<file path="config.mk">
export PLATFORM = sky130hd
export DESIGN_NAME = kv_refill_ctrl
export DESIGN_NICKNAME = d
export VERILOG_FILES = /design/src/rtl/kv_refill_ctrl.sv
export SDC_FILE = /design/constraint.sdc
export NUM_CORES = 1
export LEC_CHECK = 0
export CAP_MARGIN = 20
export CORE_UTILIZATION = 29
export DETAILED_ROUTE_END_ITERATION = 8
export PLACE_DENSITY = 0.68
export SYNTH_ARGS = -nofsm -noshare
export SYNTH_HDL_FRONTEND = slang
export SYNTH_SLANG_ARGS = --single-unit
</file>
<file path="constraint.sdc">
create_clock -name i_clk -period 1.8 [get_ports i_clk]
set_input_delay 0.45 -clock i_clk [delete_from_list [all_inputs] [get_ports i_clk]]
set_output_delay 0.45 -clock i_clk [all_outputs]
set_load 0.01 [all_outputs]
</file>
<file path="src/rtl/kv_refill_ctrl.sv">
// Refill controller for a WAYS-way set-associative cache: takes a miss plus the LRU victim,
// fetches the line, writes the victim way, then commits the tag and pulses the LRU. Option: KV_REFILL_CRITWORD_EN.
module kv_refill_ctrl #(
    parameter int WAYS       = 4,
    parameter int INDEX_W    = 4,
    parameter int DATA_W     = 32,
    parameter int LINE_BEATS = 4,
    parameter int ADDR_W     = 32,
    localparam int BEAT_W    = $clog2(LINE_BEATS),
    localparam int BYTE_W    = $clog2(DATA_W / 8),
    localparam int OFF_W     = BEAT_W + BYTE_W,
    localparam int TAG_W     = ADDR_W - INDEX_W - OFF_W
) (
    input  logic                i_clk,
    input  logic                i_rstn,
    input  logic                i_miss_valid,
    output logic                o_miss_ready,
    input  logic [ADDR_W-1:0]   i_miss_addr,
    input  logic [WAYS-1:0]     i_killmask,
    output logic                o_mem_req_valid,
    input  logic                i_mem_req_ready,
    output logic [ADDR_W-1:0]   o_mem_req_addr,
    input  logic                i_mem_rsp_valid,
    output logic                o_mem_rsp_ready,
    input  logic [DATA_W-1:0]   i_mem_rsp_data,
    output logic                o_wr_en,
    output logic [WAYS-1:0]     o_wr_way,
    output logic [INDEX_W-1:0]  o_wr_index,
    output logic [BEAT_W-1:0]   o_wr_beat,
    output logic [DATA_W-1:0]   o_wr_data,
    output logic                o_tag_we,
    output logic [TAG_W-1:0]    o_tag,
    output logic [WAYS-1:0]     o_hitway,
    output logic [INDEX_W-1:0]  o_index,
    output logic                o_lru_upd
);
    typedef enum logic [1:0] {IDLE, REQ, FILL, COMMIT} state_t;

    localparam logic [WAYS-1:0]   WAY0      = WAYS'(1);
    localparam logic [ADDR_W-1:0] OFF_MASK  = ADDR_W'((64'd1 << OFF_W) - 64'd1);
    localparam logic [ADDR_W-1:0] BYTE_MASK = ADDR_W'((64'd1 << BYTE_W) - 64'd1);

    state_t               state;
    logic [INDEX_W-1:0]   idx_q;
    logic [TAG_W-1:0]     tag_q;
    logic [WAYS-1:0]      victim_q;
    logic [BEAT_W-1:0]    cnt;
    logic [BEAT_W:0]      got;
    logic                 fill_done;

    logic [WAYS-1:0]      victim;
    logic [ADDR_W-1:0]    req_addr;
    logic [BEAT_W-1:0]    start_beat;

    // Lowest set bit of the kill mask; an empty mask falls back to way 0.
    always_comb begin
        victim = i_killmask & (~i_killmask + WAY0);
        if (i_killmask == '0)
            victim = WAY0;
    end

`ifdef KV_REFILL_CRITWORD_EN
    assign req_addr   = i_miss_addr & ~BYTE_MASK;
    assign start_beat = i_miss_addr[OFF_W-1:BYTE_W];
`else
    assign req_addr   = i_miss_addr & ~OFF_MASK;
    assign start_beat = '0;
`endif

    always_ff @(posedge i_clk or negedge i_rstn) begin
        if (!i_rstn) begin
            state           <= IDLE;
            idx_q           <= '0;
            tag_q           <= '0;
            victim_q        <= '0;
            cnt             <= '0;
            got             <= '0;
            fill_done       <= 1'b0;
            o_miss_ready    <= 1'b0;
            o_mem_req_valid <= 1'b0;
            o_mem_req_addr  <= '0;
            o_mem_rsp_ready <= 1'b0;
            o_wr_en         <= 1'b0;
            o_wr_way        <= '0;
            o_wr_index      <= '0;
            o_wr_beat       <= '0;
            o_wr_data       <= '0;
            o_tag_we        <= 1'b0;
            o_tag           <= '0;
            o_hitway        <= '0;
            o_index         <= '0;
            o_lru_upd       <= 1'b0;
        end else begin
            o_wr_en   <= 1'b0;
            o_tag_we  <= 1'b0;
            o_lru_upd <= 1'b0;
            o_hitway  <= '0;
            case (state)
                IDLE: begin
                    if (!o_miss_ready) begin
                        o_miss_ready <= 1'b1;
                    end else if (i_miss_valid) begin
                        o_miss_ready    <= 1'b0;
                        idx_q           <= i_miss_addr[OFF_W+INDEX_W-1:OFF_W];
                        tag_q           <= i_miss_addr[ADDR_W-1:OFF_W+INDEX_W];
                        victim_q        <= victim;
                        cnt             <= start_beat;
                        got             <= '0;
                        fill_done       <= 1'b0;
                        o_mem_req_valid <= 1'b1;
                        o_mem_req_addr  <= req_addr;
                        state           <= REQ;
                    end
                end
                REQ: begin
                    if (i_mem_req_ready) begin
                        o_mem_req_valid <= 1'b0;
                        o_mem_rsp_ready <= 1'b1;
                        state           <= FILL;
                    end
                end
                FILL: begin
                    // fill_done holds FILL for the cycle carrying the last write strobe.
                    if (fill_done) begin
                        o_tag_we  <= 1'b1;
                        o_lru_upd <= 1'b1;
                        o_hitway  <= victim_q;
                        o_index   <= idx_q;
                        o_tag     <= tag_q;
                        state     <= COMMIT;
                    end else if (i_mem_rsp_valid && o_mem_rsp_ready) begin
                        o_wr_en    <= 1'b1;
                        o_wr_way   <= victim_q;
                        o_wr_index <= idx_q;
                        o_wr_beat  <= cnt;
                        o_wr_data  <= i_mem_rsp_data;
                        cnt        <= cnt + 1'b1;
                        got        <= got + 1'b1;
                        if (got == (BEAT_W+1)'(LINE_BEATS - 1)) begin
                            fill_done       <= 1'b1;
                            o_mem_rsp_ready <= 1'b0;
                        end
                    end
                end
                COMMIT: begin
                    o_tag        <= '0;
                    o_index      <= '0;
                    o_miss_ready <= 1'b1;
                    state        <= IDLE;
                end
                default: state <= IDLE;
            endcase
        end
    end
endmodule

</file>
==> results of run 1 <==
-- cell families after synthesis --
family          after synthesis  share of synthesized area, %
buf+inv                      34                         4.653
flops                       119                         63.65
simple gates                 31                         3.798
mux                          73                         17.52
fa+ha+maj                     6                         1.605
other cells                   1                       0.08016
compound gates               49                         8.693
-- cell usage in the layout, fill, tap and decap left out, types with 3 or more instances in the layout --
cell type and n:
a21oi_1 4, a22o_1 28, and3_1 4, buf_12 5, buf_4 12, bufinv_16 4, clkbuf_16 18, clkdlybuf4s50_1 113
clkinv_4 4, clkinvlp_4 4, conb_1 4, dfrtp_1 119, dlygate4sd2_1 26, dlymetal6s2s_1 36, ha_1 4, inv_1 11
inv_2 3, mux2_2 71, nand2_1 10, nand2b_1 3, nor2_1 3, o21ai_0 7
-- report_power, final --
part / switching, mW / internal [mW]
Combinational: 2.11 / 2.89
Clock: 1.25 / 2.32
Sequential: 0.672 / 3.77
-- flip-flops by register name (all words and copies together), names as in the netlist, 4 cells and up --
register / flops
o_hitway: 4
o_index: 4
o_tag: 24
o_wr_data: 32
o_wr_index: 4
o_wr_way: 4
tag_q: 24
victim_q: 4
-- area by class of cell --
| class | count | area, um2 |
|---|---|---|
| Clock inverter | 15 | 203.9 |
| Timing Repair Buffer | 194 | 2039 |
| Inverter | 14 | 52.55 |
| Fill cell | 1373 | 8325 |
| Multi-Input combinational cell | 164 | 1533 |
| Clock buffer | 17 | 425.4 |
| Sequential cell | 119 | 2978 |
| Tap cell | 216 | 270.3 |
-- routing by layer --
layer / vias up / global-route usage, % / share of wire (%)
met4: 0 / 6.436 / 1.5
met5: - / 0 / 0
met2: 97 / 25.37 / 53
li1: 1512 / - / -
met1: 1675 / 17.38 / 42
met3: 12 / 4.335 / 3.6
-- repair_timing --
action / CTS / global route
buffers inserted: 1 / 1
resized for setup: 27 / 43
endpoints found under the setup margin: 55 / 113
pin swaps: 1 / 2
endpoints found under the hold margin: 0 / 0
cloned: 1 / 1
-- metrics by stage --
| step | utilization, % | worst slack (ns) |
|---|---|---|
| floorplan | - | 0.1862 |
| global placement | 42.59 | -0.06118 |
| detailed placement | 42.59 | -0.1197 |
| CTS | 46.51 | 0.0004893 |
| global route | 47.40 | -0.02394 |
| finish | 47.40 | 0.03714 |
-- worst min-delay path by stage --
stage	end	start
4_1_cts	o_wr_data[15]$_DFFE_PN0P_	i_rstn
3_3_place_gp	o_wr_data[23]$_DFFE_PN0P_	i_rstn
5_1_grt	o_wr_data[24]$_DFFE_PN0P_	i_rstn
2_1_floorplan	cnt[0]$_DFFE_PN0P_	i_rstn
6_report	o_wr_data[15]$_DFFE_PN0P_	i_rstn
3_5_place_dp	o_wr_data[15]$_DFFE_PN0P_	i_rstn
==> flow_metrics.py, run 1 <==
metrics = {
    "global_routing": {
        "grt_usage_pct": 14.85,
        "grt_max_degree": 47,
        "grt_pass1_wl_mm": 18.42,
        "grt_antenna_before_repair": 0,
        "overflow": 0,
        "grt_pass1_vias": 3467,
    },
    "clocking": {
        "cts_root_buf": "clkbuf_16",
        "cts_buffers": 17,
        "cts_tree": "yes",
        "clkLatencyLatePin_ns": 0.41,
        "clk_pin_slew_worst_paths_ns": 0.06,
        "htree_num_levels": 4,
        "cts_max_path_buffers": 2,
        "numClockSinks": 119,
        "ctsHoldBuffers": 0,
    },
    "setup_path": {
        "cp_slowest_cell": "clkdlybuf4s50_1",
        "worstSetupPathType": "flop to output pin",
        "crit_path_start_kind": "flop",
        "worstSetupPathDepth": 1,
        "max_stage_delay_ns": 0.54,
        "critPathRequiredTime_ns": 1.35,
        "crit_path_end_kind": "output pin",
        "timing.rr.end": "state[1]$_DFFE_PN0P_",
        "timing.rr.start": "state[0]$_DFFE_PN0P_",
        "rr_worst_depth": 5,
        "crit_path_start": "o_lru_upd$_DFF_PN0_",
        "crit_buf_inv": 1,
        "critPathArrivalTime_ns": 1.31,
        "cp_max_fo": 2,
        "crit_chain": "clkdlybuf4s50_1",
        "cp_top_family": "buffers and inverters",
        "r2r_slack_ns": 0.06,
        "critPathCapture": "o_tag_we",
    },
    "synthesis": {
        "syn-mean-instance-area_um2": 14.95,
        "synth_most_common_cell": "dfrtp_1",
        "yosys.area.top_type": "dfrtp_1",
        "ys_ff_latch": 119,
        "async_reset_ff_share_pct": 100.0,
        "netlist_top_cells_count": "dfrtp_1 (119), mux2_2 (71), a22o_1 (28)",
        "yosys_warnings": 0,
        "synth_top_flop_cell": "dfrtp_1",
        "synth_top_cells_by_area": "dfrtp_1 (64%), mux2_2 (17%), a22o_1 (5.2%), buf_6 (1.7%), ha_1 (1.6%)",
        "syn_area_mm2": 0.004678,
        "seq_area_frac_synth_pct": 63.65,
        "netlist-cell-type-count": 36,
        "synth_edf_count": 0,
        "syn_inst": 313,
        "synth_top_area_share_pct": 63.65,
    },
    "timing": {
        "final_max_slew_viol_count": 0,
        "fin_hold_ws_ns": 0.009140,
        "hold_violations": 0,
        "fmaxAchievable_mhz": 567.3,
        "worstMarginPinSlew_ns": 0.5320,
        "min_period_over_period_pct": 97.94,
        "rsz0062_at_grt": "true",
        "min_period_ns": 1.763,
        "clock_skew_ns": 0.008888,
        "setup_viol": 0,
        "relSlewSlack_pct": 64.46,
        "final.setup.tns_ns": 0,
    },
    "floorplanning": {
        "die_h_um": 129.0,
        "dieArea_mm2": 0.01664,
        "start_util_pct": 29.56,
        "rows": 46,
        "ios": 185,
        "die_w_um": 129.0,
        "core-area_mm2": 0.01583,
    },
    "power_and_ir_drop": {
        "powerDensity_mw_per_mm2": 1734,
        "leakage_nw": 3.765,
        "finalPower_mw": 13.01,
        "irDropWorstVdd_uv": 660.7,
    },
    "drt": {
        "ant_nets": 0,
        "wl_per_cell_um": 16.33,
        "routed-via-count": 3296,
        "postRouteWirelength_mm": 12.07,
        "first_pass_iters": 8,
        "route.detailed.drc": 1,
        "drtIter0Drc": 86,
        "routed_via_density": 4.460,
    },
    "placed_design": {
        "port_buffers": 176,
        "hpwl_mm": 8.109,
        "place_congestion": 0.7395,
        "placed_cell_area_mm2": 0.006741,
        "dp_cells": 703,
    },
    "layout": {
        "postLayoutCellArea_mm2": 0.007502,
        "antenna_cells": 0,
        "layout.cells.non_filler": 739,
        "drive_above_1_share_pct": 25.24,
        "fin_nets": 589,
        "area_growth_pct": 60.36,
    },
    "min_path": {
        "holdCritPathClass": "input port to async pin",
    },
    "run_status": {
        "violations": "design-rule violations",
        "outcome": "finished, violations left",
    },
    "run": {
        "cap_viol_max_count": 0,
    },
}
No activity file was read; power rests on OpenSTA's default activity.
==> inputs of run 2 (changes only) <==
- DONT_BUFFER_PORTS: not set -> 1
- PLACE_DENSITY: 0.68 -> 0.54
==> flow_metrics.py, run 2 (synthesized netlist as in run 1, its figures left out) <==
metrics = {
    "timing": {
        "relSlewSlack_pct": 64.49,
        "min_period_ns": 1.763,
        "hold_violations": 119,
        "final_max_slew_viol_count": 0,
        "fmaxAchievable_mhz": 567.4,
        "clock_skew_ns": 0.006086,
        "min_period_over_period_pct": 97.92,
        "fin_hold_ws_ns": -0.2605,
        "timing.final.ws_setup_ns": 0.03744,
        "worstMarginPinSlew_ns": 0.5315,
        "rsz0062_at_grt": "true",
        "setup_viol": 0,
    },
    "setup_path": {
        "critPathArrivalTime_ns": 2.05,
        "worstSetupPathType": "flop to flop",
        "cp_top_family": "buffers and inverters",
        "crit_path_start_kind": "flop",
        "timing.rr.end": "o_wr_data[24]$_DFFE_PN0P_",
        "crit_path_end_kind": "flop",
        "cp_slowest_cell": "dfrtp_1",
        "max_stage_delay_ns": 0.35,
        "rr_worst_depth": 7,
        "crit_buf_inv": 4,
        "r2r_slack_ns": 0.04,
        "timing.rr.start": "state[0]$_DFFE_PN0P_",
        "critPathRequiredTime_ns": 2.09,
        "crit_chain": "inv_1, ha_1, buf_4, nand4b_1, buf_6, bufbuf_16, mux2_2",
        "cp_max_fo": 15,
    },
    "floorplanning": {
        "start_util_pct": 29.56,
        "dieArea_mm2": 0.01664,
        "die_w_um": 129.0,
        "ios": 185,
        "rows": 46,
        "die_h_um": 129.0,
        "core-area_mm2": 0.01583,
    },
    "drt": {
        "postRouteWirelength_mm": 10.33,
        "drtIter0Drc": 99,
        "first_pass_iters": 4,
        "routed-via-count": 2587,
        "wl_per_cell_um": 18.52,
        "route.detailed.drc": 0,
        "routed_via_density": 4.636,
        "ant_nets": 0,
    },
    "global_routing": {
        "grt_max_degree": 120,
        "grt_antenna_before_repair": 0,
        "grt_pass1_vias": 2712,
        "grt_usage_pct": 12.83,
        "overflow": 0,
        "grt_pass1_wl_mm": 15.70,
    },
    "run_status": {
        "outcome": "finished, violations left",
        "violations": "negative hold slack",
    },
    "clocking": {
        "clk_pin_slew_worst_paths_ns": 0.05,
        "numClockSinks": 119,
        "clkLatencyLatePin_ns": 0.40,
        "htree_num_levels": 4,
        "cts_root_buf": "clkbuf_16",
        "cts_buffers": 17,
        "cts_tree": "yes",
        "cts_max_path_buffers": 2,
    },
    "layout": {
        "fin_nets": 411,
        "drive_above_1_share_pct": 35.96,
        "multi_input_area_mm2": 0.001510,
        "seq_area_mm2": 0.002978,
        "postLayoutCellArea_mm2": 0.005600,
        "largest_reg_flops": 32,
        "area_growth_pct": 19.71,
        "largest-register": "o_wr_data",
        "mostFrequentLayoutCells": "dfrtp_1 (119), mux2_2 (71), a22o_1 (28), clkbuf_16 (17), inv_1 (12)",
        "fill_cells": 1527,
        "final_common_cell": "dfrtp_1",
        "antenna_cells": 0,
        "reg_top3": "o_wr_data (32), o_tag (24), tag_q (24)",
    },
    "placed_design": {
        "place_congestion": 0.7205,
        "placed_cell_area_mm2": 0.004937,
        "hpwl_mm": 6.844,
        "port_buffers": 0,
        "place_ws_ns": -0.07065,
    },
    "power_and_ir_drop": {
        "powerDensity_mw_per_mm2": 1974,
        "finalPower_mw": 11.05,
        "irDropWorstVdd_uv": 638.5,
        "leakage_nw": 2.540,
    },
    "min_path": {
        "holdCritPathClass": "input port to async pin",
    },
    "run": {
        "cap_viol_max_count": 0,
    },
}
run 2: changes by cell type in the layout (fill, tap and decap cells not counted), sizes merged, moves of 3 or more:
cell	change
buf	-3
clkinv	-4
clkdlybuf4s50	-113
clkbuf	+3
dlymetal6s2s	-36
dlygate4sd2	-26
run 2: worst max-delay path by stage:
stage / cells past startpoint / slack (ns) / start / end
6_report: 7 / 0.04 / state[0]$_DFFE_PN0P_ / o_wr_data[24]$_DFFE_PN0P_
5_1_grt: 7 / -0.06 / state[0]$_DFFE_PN0P_ / o_wr_way[3]$_DFFE_PN0P_
4_1_cts: 7 / 0.006 / state[0]$_DFFE_PN0P_ / o_wr_data[10]$_DFFE_PN0P_
3_5_place_dp: 6 / -0.07 / state[0]$_DFFE_PN0P_ / o_tag[19]$_DFFE_PN0P_
3_3_place_gp: 6 / -0.02 / state[0]$_DFFE_PN0P_ / o_tag[3]$_DFFE_PN0P_
2_1_floorplan: 7 / 0.19 / state[0]$_DFFE_PN0P_ / o_wr_data[0]$_DFFE_PN0P_
run 2: cell type report:
type                            instances  share of cell area, %
Inverter                               14                 0.9383
Tap cell                              216                  4.826
Clock inverter                          8                  2.189
Clock buffer                           21                  8.579
Sequential cell                       119                  53.17
Multi-Input combinational cell        164                  26.97
Timing Repair Buffer                   16                  3.329
run 2: through the flow:
step	setup TNS [ns]	util (%)	instances	hold WS (ns)
finish	0	35.38	558	-0.2605
floorplan	0	-	316	0.1544
global route	-0.8678	35.38	558	-0.2845
detailed placement	-1.380	31.19	526	0.1578
global placement	-0.3615	31.19	526	0.1565
CTS	0	35.36	558	-0.2877
run 2: power breakdown:
| group | total (mW) | switching (mW) | internal [mW] | leakage, nW |
|---|---|---|---|---|
| Sequential | 5.12 | 1.35 | 3.77 | 1.50 |
| Combinational | 2.49 | 1.07 | 1.42 | 0.752 |
| Clock | 3.44 | 1.15 | 2.29 | 0.289 |
run 2: what timing repair did:
action	4_1_cts	5_1_grt
endpoints found under the hold margin	119	119
gates cloned	2	0
resized for setup	1	1
pin swaps	2	0
setup endpoints to repair	34	26
buffers inserted	1	0
run 2: per-layer routing:
metal / GRT usage, % / routed length (um) / vias up
li1: - / - / 1146
met1: 14.97 / 4182 / 1344
met2: 20.54 / 5269 / 84
met3: 5.533 / 696 / 13
met4: 5.744 / 184 / 0
met5: 0 / 0 / -
